[config.mk]
export PLATFORM = sky130hd
export DESIGN_NAME = img_pixel_fetch
export DESIGN_NICKNAME = d
export VERILOG_FILES = /design/src/rtl/img_pixel_fetch.sv
export SDC_FILE = /design/constraint.sdc
export NUM_CORES = 1
export LEC_CHECK = 0
export ABC_AREA = 1
export BUFFER_PORTS_ARGS = -buffer_cell sky130_fd_sc_hd__buf_2
export CORE_ASPECT_RATIO = 2
export CORE_MARGIN = 1
export CORE_UTILIZATION = 50
export DETAILED_ROUTE_END_ITERATION = 12
export GPL_TIMING_DRIVEN = 0
export PLACE_DENSITY = 0.76
export SLEW_MARGIN = 10
export SYNTH_ARGS = -nofsm -noshare
export SYNTH_HDL_FRONTEND = slang
export SYNTH_SLANG_ARGS = --single-unit
[constraint.sdc]
create_clock -name sys_clk -period 1.6 [get_ports sys_clk]
set_input_delay 0.08 -clock sys_clk [delete_from_list [all_inputs] [get_ports sys_clk]]
set_output_delay 0.08 -clock sys_clk [all_outputs]
set_load 0.005 [all_outputs]
[src/rtl/img_pixel_fetch.sv]
// Display-side pixel fetch: places the loader stream in a fixed raster window,
// fills border/underflow pixels, applies a pixel mode and delay-matches sync.
module img_pixel_fetch #(
    parameter int         IMG_X0 = 64,
    parameter int         IMG_Y0 = 32,
    parameter int         IMG_W  = 256,
    parameter int         IMG_H  = 256,
    parameter int         CNT_W  = 12,
    parameter logic [7:0] BORDER = 8'h00,
    parameter logic [7:0] UFILL  = 8'hFF
) (
    input  logic             sys_clk,
    input  logic             rst_n,
    input  logic             i_de,
    input  logic             i_hs,
    input  logic             i_vs,
    input  logic [CNT_W-1:0] i_cnt_hor,
    input  logic [CNT_W-1:0] i_cnt_ver,
    input  logic             i_valid,
    input  logic [7:0]       i_data,
    output logic             o_next,
    output logic             o_frame_restart,
    input  logic [1:0]       i_mode,
    input  logic [7:0]       i_thresh,
    output logic             o_de,
    output logic             o_hs,
    output logic             o_vs,
    output logic [7:0]       o_data,
    output logic             o_underflow,
    output logic [7:0]       o_frame_cnt
);
    localparam int CW1 = CNT_W + 1;
    localparam logic [CW1-1:0] X_LO = CW1'(IMG_X0);
    localparam logic [CW1-1:0] X_HI = CW1'(IMG_X0 + IMG_W);
    localparam logic [CW1-1:0] Y_LO = CW1'(IMG_Y0);
    localparam logic [CW1-1:0] Y_HI = CW1'(IMG_Y0 + IMG_H);
    // One bit wider than 16 so a full 65536-pixel image can still hit the limit.
    localparam logic [16:0]    NPIX = 17'(IMG_W * IMG_H);

    logic        vs_q, vs_d;
    logic        armed_q, armed_d;
    logic [16:0] pix_cnt_q, pix_cnt_d;
    logic [7:0]  frame_cnt_q, frame_cnt_d;
    logic        restart_q, restart_d;
    logic        underflow_q, underflow_d;
    logic [7:0]  p1_q, p1_d;
    logic        w1_q, w1_d;
    logic        de1_q, de1_d, hs1_q, hs1_d, vs1_q, vs1_d;
    logic [7:0]  data2_q, data2_d;
    logic        de2_q, de2_d, hs2_q, hs2_d, vs2_q, vs2_d;

    logic           vs_rise, in_win, pop;
    logic [CW1-1:0] hor_w, ver_w;

    always_comb begin
        hor_w   = {1'b0, i_cnt_hor};
        ver_w   = {1'b0, i_cnt_ver};
        vs_rise = i_vs & ~vs_q;
        in_win  = i_de & armed_q & ~vs_rise
                & (hor_w >= X_LO) & (hor_w < X_HI)
                & (ver_w >= Y_LO) & (ver_w < Y_HI);
        pop     = in_win & i_valid & (pix_cnt_q < NPIX);

        vs_d        = i_vs;
        armed_d     = armed_q | vs_rise;
        restart_d   = vs_rise;
        frame_cnt_d = frame_cnt_q + {7'd0, vs_rise};
        pix_cnt_d   = pix_cnt_q;
        if (vs_rise)
            pix_cnt_d = '0;
        else if (pop)
            pix_cnt_d = pix_cnt_q + 17'd1;

        // A window cycle without a pop (empty head or image exhausted) is an underflow.
        underflow_d = underflow_q | (in_win & ~pop);
        p1_d        = BORDER;
        if (in_win)
            p1_d = pop ? i_data : UFILL;
        w1_d  = in_win;
        de1_d = i_de;
        hs1_d = i_hs;
        vs1_d = i_vs;

        data2_d = BORDER;
        if (w1_q) begin
            case (i_mode)
                2'd0:    data2_d = p1_q;
                2'd1:    data2_d = ~p1_q;
                2'd2:    data2_d = (p1_q >= i_thresh) ? 8'hFF : 8'h00;
                default: data2_d = BORDER;
            endcase
        end
        de2_d = de1_q;
        hs2_d = hs1_q;
        vs2_d = vs1_q;
    end

    // Keep the loader untouched while reset is held, even before the flops clear.
    assign o_next          = pop & rst_n;
    assign o_frame_restart = restart_q;
    assign o_underflow     = underflow_q;
    assign o_frame_cnt     = frame_cnt_q;
    assign o_data          = data2_q;
    assign o_de            = de2_q;
    assign o_hs            = hs2_q;
    assign o_vs            = vs2_q;

    always_ff @(posedge sys_clk) begin
        if (!rst_n) begin
            vs_q        <= 1'b1;
            armed_q     <= 1'b0;
            pix_cnt_q   <= '0;
            frame_cnt_q <= '0;
            restart_q   <= 1'b0;
            underflow_q <= 1'b0;
            p1_q        <= 8'h00;
            w1_q        <= 1'b0;
            de1_q       <= 1'b0;
            hs1_q       <= 1'b0;
            vs1_q       <= 1'b0;
            data2_q     <= 8'h00;
            de2_q       <= 1'b0;
            hs2_q       <= 1'b0;
            vs2_q       <= 1'b0;
        end else begin
            vs_q        <= vs_d;
            armed_q     <= armed_d;
            pix_cnt_q   <= pix_cnt_d;
            frame_cnt_q <= frame_cnt_d;
            restart_q   <= restart_d;
            underflow_q <= underflow_d;
            p1_q        <= p1_d;
            w1_q        <= w1_d;
            de1_q       <= de1_d;
            hs1_q       <= hs1_d;
            vs1_q       <= vs1_d;
            data2_q     <= data2_d;
            de2_q       <= de2_d;
            hs2_q       <= hs2_d;
            vs2_q       <= vs2_d;
        end
    end
endmodule

== Yosys cells after proc, flatten, opt, wreduce, memory -nomap -nowiden ==
Cells that the tools add are included.

* Flip-flop bits (word level): 52
* Output and inout port bits: 22
* Word-level logic and storage cells: 50

* $add $sub $neg: 2
* $lt $le $gt $ge: 6
* Eq/ne operators: 2
* Muxes and demuxes: 3
* Bitwise operators: 18
* Reductions and logical operators: 4

{| class="wikitable"
|+ Operator list
! kind !! number
|-
| 12-bit by 9-bit less-than comparator with 1-bit output, second input constant || 2
|-
| 8-bit one-hot mux with 3 select lines || 1
|-
| 17-bit by 1-bit adder with 17-bit output, second input constant || 1
|-
| 17-bit less-than comparator, second input constant || 1
|-
| 8-bit 2-to-1 mux || 2
|-
| 12-bit by 6-bit >= comparator with 1-bit output, second input constant || 1
|-
| 12-bit by 7-bit >= comparator with 1-bit output, second input constant || 1
|-
| 1-bit bitwise AND || 11
|-
| 8-bit by 1-bit adder with 8-bit output || 1
|-
| 8-bit >= comparator || 1
|-
| 8-bit NOT || 1
|-
| 1-bit NOT || 4
|-
| 2-bit AND reduction || 2
|-
| 2-bit by 1-bit equality test with 1-bit output, second input constant || 1
|-
| 2-bit equality test, second input constant || 1
|-
| 2-bit logical NOT || 1
|-
| 1-bit bitwise OR || 2
|-
| 2-bit OR reduction || 1
|}

== Longest topological paths before layout ==
Gate-level depths: netlist of run 1.

* Depth after elaboration: 13
* Mapped depth: 12

== Worst setup path after synthesis of run 1 ==
No wires, ideal clock.

* Kind: register -> register
* From: reg vs_q
* To: reg frame_cnt_q[7] (netlist: o_frame_cnt[7])
* Setup time: 121 ps
* Data arrival time: 1325 ps
* Data required time: 1479 ps
* Slack: 154 ps
* Stages on the path, launching flop included: 9
* Path buffers: 0
* Clock period less this slack: 1446 ps
* Path through: dfxtp_1 -> nor2_2 -> ha_1 -> nand3_1 -> nor2_1 -> nand2_1 -> nor3_1 -> xnor2_1 -> nor2_1

* Longest elaborated chain between the ends: 3

{| class="wikitable"
|+ RTL lines
! item !! RTL line !! source
|-
| from (decl) || 40 || <nowiki>logic vs_q, vs_d;</nowiki>
|-
| from (signal assigned) || 126 || <nowiki>vs_q <= vs_d;</nowiki>
|-
| 1-bit NOT || 58 || <nowiki>vs_rise = i_vs & ~vs_q;</nowiki>
|-
| 1-bit bitwise AND || 58 ||
|-
| named net restart_d || 44 || <nowiki>logic restart_q, restart_d;</nowiki>
|-
| 8-bit by 1-bit adder with 8-bit output || 67 || <nowiki>frame_cnt_d = frame_cnt_q + {7'd0, vs_rise};</nowiki>
|-
| to (signal assigned) || 129 || <nowiki>frame_cnt_q <= frame_cnt_d;</nowiki>
|-
| to (decl) || 43 || <nowiki>logic [7:0] frame_cnt_q, frame_cnt_d;</nowiki>
|}

The timed path passes the listed nets, and every way through them passes these cells.
A chain may end at the register's enable or synchronous reset.

== Final worst setup path of run 1 ==
* From: reg armed_q
* To: out o_next

* Longest elaborated chain between the ends: 9

{| class="wikitable"
|+ RTL lines
! item !! RTL line !! source
|-
| from (decl) || 41 || <nowiki>logic armed_q, armed_d;</nowiki>
|-
| from (signal assigned) || 127 || <nowiki>armed_q <= armed_d;</nowiki>
|-
| 1-bit bitwise AND (2 in series) || 59 || <nowiki>in_win = i_de & armed_q & ~vs_rise</nowiki>
|-
| 1-bit bitwise AND (2 in series) || 60 || <nowiki>& (hor_w >= X_LO) & (hor_w < X_HI)</nowiki>
|-
| 1-bit bitwise AND (2 in series) || 61 || <nowiki>& (ver_w >= Y_LO) & (ver_w < Y_HI);</nowiki>
|-
| 1-bit bitwise AND (2 in series) || 62 || <nowiki>pop = in_win & i_valid & (pix_cnt_q < NPIX);</nowiki>
|-
| 1-bit bitwise AND || 99 || <nowiki>assign o_next = pop & rst_n;</nowiki>
|-
| to (decl) || 21 || <nowiki>output logic o_next,</nowiki>
|}

No other way between the ends.

==> reports/metrics.cfg, run 1 <==
[finish]
fill_cells = 443
fin_area_um2 = 3240
final-seq-area_um2 = 1040
area_growth_pct = 26.1
fin_util_pct = 66.0
fin_nets = 501
antenna_cells = 0
layout-drive-gt1-share_pct = 25.3
multi_input_area_um2 = 1310

[logic_synthesis]
ys.warnings.count = 0
synth_cell_types = 30
synthCells = 361
netlist_area_um2 = 2570
ys.flop_type = dfxtp_1
yosysSeqAreaShare_pct = 40.5
synth_edf_count = 0
synth_seq_cells = 52
syn_avg_cell_area_um2 = 7.12
syn_nets = 420
async_reset_ff_share_pct = 0

[cts]
cts_buffers = 5
cts-root-buf = clkbuf_8
clock_path_buffers = 2
clk_pin_slew_ns = 0.10
insertion_delay_ns = 0.30
cts_sinks = 52
cts_tree = done
htree_levels = 2

[timing]
hold_ws_ns = 0.0195
hold_violations = 0
max_freq_mhz = 646
tightestPinTransition_ns = 0.441
tns_ns = 0
finalSetupViolCount = 0
period_minus_slack_ns = 1.55
period_share_pct = 96.8
rsz0062_at_grt = yes
slew_headroom_pct = 70.5
maxSlewViolCount = 0
finClkSkew_ns = 0.00751

[detailed_routing]
drt_iter0_drc = 50
viasPerCell = 5.07
vias = 2533
drcViolationCount = 0
ant_nets = 0
wl_per_cell_um = 11.9
wirelength_um = 5940
first_pass_iters = 5

[critical_path]
cp-startpoint = armed_q
crit_fanout = 6
path_class = flip-flop to output pin
crit_top_cell = nor2_4
cp_top_family = simple AND/OR/NAND/NOR gates
start_kind = flip-flop
slowest_delay_ns = 0.34
crit_buf_inv = 2
worstPathArrival_ns = 1.47
crit-reg2reg-launch = p1_q[7]
cp.required_ns = 1.52
critPathCaptureType = output pin
r2r_slack_ns = 0.09
critPathSlowestCell = dfxtp_2
cp_cell_sequence = nand2_1, clkinv_1, nand2_2, nor2_4, nand3_4, nor2_4, nand2_4, nor2_2, buf_2

[floorplan]
initial_utilization_pct = 52.3
rows = 36
coreArea_um2 = 4910
die_w_um = 52.7
dieArea_um2 = 5450
pin_count = 70
die_y_um = 103

[grt]
antenna_found_initial = 0
grt_max_degree = 19
grt_pass1_vias = 2515
track_usage_pct = 23.4
grt_overflow = 0
grt_pass1_wl_um = 9580

[outcome]
outcome = finished, final reports clean

[worst_hold_path]
hp-class = input pin to flip-flop
hp-start = i_vs

[placed_design]
numPortBuffers = 58
dp_hpwl_um = 4520
placed_area_um2 = 2930
gp_congestion = 0.865

[power]
power_density_nw_per_um2 = 709
p_leak_nw = 1.56
peakVddDrop_uv = 552

[job]
maxCapViolCount = 0

[cells in the final DEF (no fill, tap or decap), types with 3 or more instances in the layout]
master / count
ha_1: 9
inv_1: 64
clkbuf_8: 5
o21ai_0: 11
buf_2: 58
dfxtp_2: 3
nand4_1: 9
dlygate4sd3_1: 11
nand2_1: 74
o21ai_1: 5
nand2_2: 6
a21oi_1: 28
inv_2: 4
buf_4: 5
dfxtp_1: 49
nor2_4: 6
nor3_4: 3
nand3_1: 13
nor2_1: 43
nor2_2: 5
nor3_1: 8
[worst reg2reg max path, cell delays in order (launching register included)]
cell and delay, ns:
dfxtp_1 0.36, ha_1 0.30, inv_1 0.06, nor3_2 0.20, nand4_1 0.10, nand4_1 0.14, nand2_2 0.13, a21oi_1 0.16
[layout make-up]
| class | instances | share of cell area [%] |
|---|---|---|
| inverters | 69 | 8.00 |
| well taps | 57 | 2.20 |
| flip-flops and latches | 52 | 32.3 |
| multi-input cells | 237 | 40.5 |
| clock buffers | 5 | 2.12 |
| repair buffers | 74 | 13.5 |
| clock inverters | 3 | 0.772 |
| plain buffers | 3 | 0.618 |
[layer usage]
metal,share of wire [%],wire [um],track usage [%],vias to the layer above
li1,-,-,-,1296
met1,33,1980,18.1,1172
met2,62,3690,50.6,52
met3,2.5,149,3.36,13
met4,2.1,124,10.9,0
met5,0,0,0,-
[metrics by stage]
stage                     worst slack [ns]  power [mW]  instances
after floorplan                      0.154        1.44        361
after global routing               -0.0328        2.40        500
final                               0.0513        2.30        500
after detailed placement           -0.0568        1.53        476
after CTS                         0.000160        2.31        496
after global placement             -0.0569        1.52        476
[power breakdown]
group / leakage [nW] / internal [mW] / switching, mW
clock: 0.0452 / 0.319 / 0.452
combinational: 1.09 / 0.0920 / 0.120
sequential: 0.421 / 1.31 / 0.00733
total: 1.56 / 1.72 / 0.579
[logic make-up after synthesis]
family          after synthesis  share of synthesized area [%]
flops                        52                           40.5
xor+xnor                      1                          0.341
compound gates               50                           10.2
buf+inv                      72                           10.9
fa+ha+maj                    11                           5.36
simple gates                175                           32.7
[synthesized netlist by cell type (all sizes together) (2+ instances only)]
cell type	n	area, um^2
dfxtp	52	1040
clkbuf	2	8.75
ha	11	138
nor3	13	92.6
a21oi	29	145
nand2	82	330
nand3	16	110
o21ai	17	88.8
a31oi	2	12.5
nor2	54	245
inv	68	255
nand4	9	56.3
[final timing paths]
path,depth (start not counted),endpoint
setup / recovery,9,o_next
hold / removal,3,o_frame_restart
setup reg to reg,7,o_data[7]
hold reg to reg,2,o_de
[sequential cells by signal (all words and copies together), names as in the netlist]
| signal | cells |
|---|---|
| armed_q | 1 |
| o_de | 1 |
| pix_cnt_q | 17 |
| o_data | 8 |
| p1_q | 8 |
| o_hs | 1 |
| o_frame_restart | 1 |
| de1_q | 1 |
| w1_q | 1 |
| vs1_q | 1 |
| o_vs | 1 |
| hs1_q | 1 |
| o_underflow | 1 |
| o_frame_cnt | 8 |
| vs_q | 1 |
[timing repair]
| action | CTS | global route |
|---|---|---|
| resized for setup | 6 | 14 |
| pin swaps | 1 | 2 |
| endpoints found under the hold margin | 11 | 0 |
| setup buffers | 1 | 4 |
| hold buffers | 11 | 0 |
| setup endpoints to repair | 12 | 12 |
No activity file was read; power rests on OpenSTA's default activity.
==> run 2: changes to the inputs <==
==> constraint.sdc (replaced) <==
create_clock -name sys_clk -period 1.8 [get_ports sys_clk]
set_input_delay 0.09 -clock sys_clk [delete_from_list [all_inputs] [get_ports sys_clk]]
set_output_delay 0.09 -clock sys_clk [all_outputs]
set_load 0.005 [all_outputs]
==> reports/metrics.cfg, run 2 (synthesized netlist as in run 1, its figures left out) <==
[critical_path]
critPathCaptureType = output pin
start_kind = input pin
cp-startpoint = i_de
crit_fanout = 8  ; +2
cp.required_ns = 1.71  ; +0.19 ns
crit-reg2reg-launch = p1_q[7]
worstPathArrival_ns = 1.60  ; +0.13 ns
path_class = input pin to output pin

[placed_design]
numPortBuffers = 58  ; unchanged
gp_congestion = 0.865  ; unchanged
dp_hpwl_um = 4520  ; unchanged
place_ws_ns = 0.143  ; +0.200 ns
placed_area_um2 = 2930  ; unchanged

[outcome]
outcome = finished, final reports clean

[detailed_routing]
viasPerCell = 4.99  ; -1.5%
wl_per_cell_um = 11.6  ; -2.1%
drcViolationCount = 0  ; unchanged
vias = 2485  ; -1.9%
drt_iter0_drc = 59  ; +18%
wirelength_um = 5800  ; -2.5%
first_pass_iters = 5  ; unchanged
ant_nets = 0  ; unchanged

[grt]
grt_pass1_wl_um = 9520  ; -0.65%
grt_overflow = 0  ; unchanged
grt_max_degree = 19  ; unchanged
track_usage_pct = 23.3  ; -0.15 points
antenna_found_initial = 0  ; unchanged
grt_pass1_vias = 2446  ; -2.7%

[floorplan]
dieArea_um2 = 5450  ; unchanged
pin_count = 70  ; unchanged
coreArea_um2 = 4910  ; unchanged
rows = 36  ; unchanged
die_y_um = 103  ; unchanged
die_w_um = 52.7  ; unchanged
initial_utilization_pct = 52.3  ; unchanged

[cts]
clk_pin_slew_ns = 0.09  ; about the same
cts-root-buf = clkbuf_8
insertion_delay_ns = 0.30  ; about the same
clock_path_buffers = 2  ; unchanged
cts_sinks = 52  ; unchanged
cts_tree = done
cts_buffers = 5  ; unchanged
htree_levels = 2  ; unchanged

[power]
p_total_mw = 2.03  ; -12%
power_density_nw_per_um2 = 637  ; -10%
p_leak_nw = 1.54  ; -1.4%
peakVddDrop_uv = 489  ; -11%

[finish]
fin_util_pct = 64.9  ; -1.0 points
antenna_cells = 0  ; unchanged
regMostFlops = pix_cnt_q
largest_reg_flops = 17  ; unchanged
fin_nets = 499  ; -0.40%
final_common_cell = nand2_1
area_growth_pct = 24.1
multi_input_area_um2 = 1280  ; -2.3%
final-seq-area_um2 = 1040  ; -0.36%
fin_area_um2 = 3190  ; -1.6%
mostFrequentLayoutCells = nand2_1, inv_1, buf_2
fill_cells = 441  ; -0.45%
layout-drive-gt1-share_pct = 23.1  ; -2.2 points

[worst_hold_path]
hp-class = input pin to flip-flop
hp-start = i_data[6]

[timing]
tightestPinTransition_ns = 0.451  ; +0.00999 ns
finClkSkew_ns = 0.00556  ; -0.00195 ns
maxSlewViolCount = 0  ; unchanged
final.setup.worst_slack_ns = 0.108  ; +0.0567 ns
period_minus_slack_ns = 1.69
period_share_pct = 94.0
slew_headroom_pct = 69.8  ; -0.67 points
hold_violations = 0  ; unchanged
max_freq_mhz = 591
finalSetupViolCount = 0  ; unchanged
hold_ws_ns = 0.0358  ; +0.0163 ns

[job]
maxCapViolCount = 0  ; unchanged

## run 2: layer usage
metal	wire length [um]	track usage (%)	part of all wire [%]
met3	154	3.22	2.7
met5	0	0	0
met4	112	10.3	1.9
met1	2030	19.1	35
met2	3500	49.5	60
## run 2: worst paths after layout
check	end	slack (ns)	cells past startpoint
hold / removal	p1_q[6]	0.04	3
hold reg to reg	o_de	0.42	2
setup / recovery	o_next	0.11	11
setup reg to reg	o_data[1]	0.13	7
## run 2: final cells by class
cell class / instances / area share [%]
clock inverter: 3 / 0.785
clock buffer: 5 / 2.16
inverter: 69 / 8.12
tap: 57 / 2.24
buffer: 3 / 0.628
sequential: 52 / 32.7
multi-input combinational: 237 / 40.2
timing repair buffer: 72 / 13.2
## run 2: critical path, cell delays in order
cell           delay, ns
dlygate4sd3_1       0.56
buf_2               0.12
nand2_1             0.06
clkinv_1            0.07
nand2_2             0.06
nor2_4              0.10
nand3_4             0.08
nor2_4              0.16
nand2_4             0.09
nor2_1              0.10
buf_2               0.12
## run 2: per-stage QoR
step            TNS, ns  std cells
4_1_cts               0        494
2_1_floorplan         0        361
6_report              0        498
3_3_place_gp          0        476
3_5_place_dp          0        476
5_1_grt        -0.00368        498
## run 2: repair_timing
item                                    4_1_cts  5_1_grt
hold endpoints to repair                     11        0
setup buffers                                 0        4
endpoints found under the setup margin        0        6
hold buffers                                 10        0
gates resized for setup                       0        8
## run 2: power breakdown
group,switching [mW],internal (mW)
Sequential,0.00599,1.16
Clock,0.395,0.284
Combinational,0.105,0.0802
==> run 3: changes to the inputs <==
--- a/config.mk
+++ b/config.mk
@@ -7,12 +7,14 @@
 export LEC_CHECK = 0
 export ABC_AREA = 1
 export BUFFER_PORTS_ARGS = -buffer_cell sky130_fd_sc_hd__buf_2
-export CORE_ASPECT_RATIO = 2
+export CELL_PAD_IN_SITES_DETAIL_PLACEMENT = 1
+export CELL_PAD_IN_SITES_GLOBAL_PLACEMENT = 1
+export CORE_ASPECT_RATIO = 0.75
 export CORE_MARGIN = 1
-export CORE_UTILIZATION = 50
+export CORE_UTILIZATION = 39
 export DETAILED_ROUTE_END_ITERATION = 12
 export GPL_TIMING_DRIVEN = 0
-export PLACE_DENSITY = 0.76
+export PLACE_DENSITY = 0.83
 export SLEW_MARGIN = 10
 export SYNTH_ARGS = -nofsm -noshare
 export SYNTH_HDL_FRONTEND = slang
==> reports/metrics.cfg, run 3 (synthesized netlist as in run 1, its figures left out) <==
[outcome]
outcome = finished, final reports clean

[detailed_routing]
first_pass_iters = 4  ; -1
drt_iter0_drc = 81  ; +37%
wl_per_cell_um = 13.1  ; +13%
viasPerCell = 4.83  ; -3.2%
ant_nets = 0  ; unchanged
wirelength_um = 6870  ; +18%
drcViolationCount = 0  ; unchanged
vias = 2526  ; +1.6%

[timing]
hold_violations = 0  ; unchanged
slew_headroom_pct = 67.1  ; -2.7 points
finalSetupViolCount = 0  ; unchanged
period_minus_slack_ns = 1.69  ; -0.00548 ns
tightestPinTransition_ns = 0.491  ; +0.0403 ns
final.setup.worst_slack_ns = 0.113  ; +0.00548 ns
hold_ws_ns = 0.0322  ; -0.00357 ns
maxSlewViolCount = 0  ; unchanged
tns_ns = 0  ; unchanged
finClkSkew_ns = 0.00559  ; +0.0000337 ns
period_share_pct = 93.7  ; -0.30 points
max_freq_mhz = 593  ; +0.32%

[cts]
cts_sinks = 52  ; unchanged
cts-root-buf = clkbuf_8
clk_pin_slew_ns = 0.10  ; about the same
cts_buffers = 5  ; unchanged
clock_path_buffers = 2  ; unchanged
insertion_delay_ns = 0.31  ; about the same
cts_tree = done
htree_levels = 2  ; unchanged

[finish]
final_common_cell = nand2_1
largest_reg_flops = 17  ; unchanged
regMostFlops = pix_cnt_q
area_growth_pct = 25.5
multi_input_area_um2 = 1260  ; -1.9%
final-seq-area_um2 = 1040  ; unchanged
mostFrequentLayoutCells = nand2_1, inv_1, buf_2
antenna_cells = 0  ; unchanged
layout-drive-gt1-share_pct = 22.2  ; -0.96 points
fill_cells = 839  ; +90%
fin_nets = 500  ; +0.20%

[critical_path]
slowest_delay_ns = 0.52  ; -0.04 ns
critPathSlowestCell = dlygate4sd3_1
crit-reg2reg-launch = vs_q
cp_cell_sequence = dlygate4sd3_1, buf_2, nand2_1, clkinv_1, nand2_2, nor2_4, nand3_4, nor2_4, nand2_4, nor2_1, buf_2
worstPathArrival_ns = 1.60  ; about the same
start_kind = input pin
crit_fanout = 8  ; unchanged
path_class = input pin to output pin
cp.required_ns = 1.71  ; about the same
cp-startpoint = i_de
critPathCaptureType = output pin

[floorplan]
die_y_um = 72.3  ; -30%
die_w_um = 95.7  ; +82%
pin_count = 70  ; unchanged
dieArea_um2 = 6920  ; +27%
coreArea_um2 = 6320  ; +29%
initial_utilization_pct = 40.7  ; -12 points
rows = 25  ; -31%

[grt]
grt_max_degree = 18  ; -1
antenna_found_initial = 0  ; unchanged
grt_pass1_wl_um = 11400  ; +19%
grt_pass1_vias = 2552  ; +4.3%
track_usage_pct = 21.3  ; -1.9 points
grt_overflow = 0  ; unchanged

[job]
maxCapViolCount = 0  ; unchanged

[placed_design]
place_ws_ns = 0.0745  ; -0.0687 ns
gp_congestion = 0.841  ; -2.8%
numPortBuffers = 58  ; unchanged
dp_hpwl_um = 5090  ; +12%

[power]
p_leak_nw = 1.55  ; +1.1%
peakVddDrop_uv = 296  ; -39%
power_density_nw_per_um2 = 683  ; +7.2%

[worst_hold_path]
hp-class = input pin to flip-flop
hp-start = i_vs

run 3: path summary, 6_finish.rpt:
check,endpoint,slack (ns),depth (start not counted)
min reg2reg,o_vs,0.42,2
min,vs1_q,0.03,3
max reg2reg,o_frame_cnt[6],0.15,8
max,o_next,0.11,11
run 3: worst max-delay path, delay by kind of cell:
kind | cells | cell delay (ns)
buffers and inverters | 4 | 0.82
AND/OR/NAND/NOR | 7 | 0.67
run 3: final cells by class:
class	instances	share of cell area [%]
clock buffer	5	2.14
clock inverter	3	1.44
buffer	3	0.621
timing repair buffer	73	13.3
multi-input combinational	237	39.1
sequential	52	32.3
inverter	69	8.04
tap	81	3.14
run 3: what timing repair did:
item	CTS	global route
gates resized for setup	0	2
hold buffers	10	0
buffers inserted	0	5
setup endpoints to repair	0	4
hold endpoints to repair	10	0
run 3: layer usage:
| metal | routed length (um) | track usage, % | vias up | part of all wire, % |
|---|---|---|---|---|
| li1 | - | - | 1292 | - |
| met1 | 3340 | 27.8 | 1172 | 49 |
| met2 | 3140 | 36.2 | 51 | 46 |
| met3 | 269 | 3.56 | 11 | 3.9 |
| met4 | 118 | 6.30 | 0 | 1.7 |
| met5 | 0 | 0 | - | 0 |
run 3: power breakdown:
group	switching [mW]	internal (mW)
logic	0.111	0.0796
clock network	0.426	0.420
registers	0.00454	1.16
total	0.541	1.66
run 3: per-stage QoR:
stage | area (um^2) | power [mW] | cells | utilization [%]
floorplan | 2570 | 1.28 | 361 | -
CTS | 3180 | 2.21 | 518 | 50.3
global route | 3220 | 2.28 | 523 | 51.0
global placement | 2960 | 1.35 | 500 | 46.9
finish | 3220 | 2.20 | 523 | 51.0
detailed placement | 2960 | 1.36 | 500 | 46.9
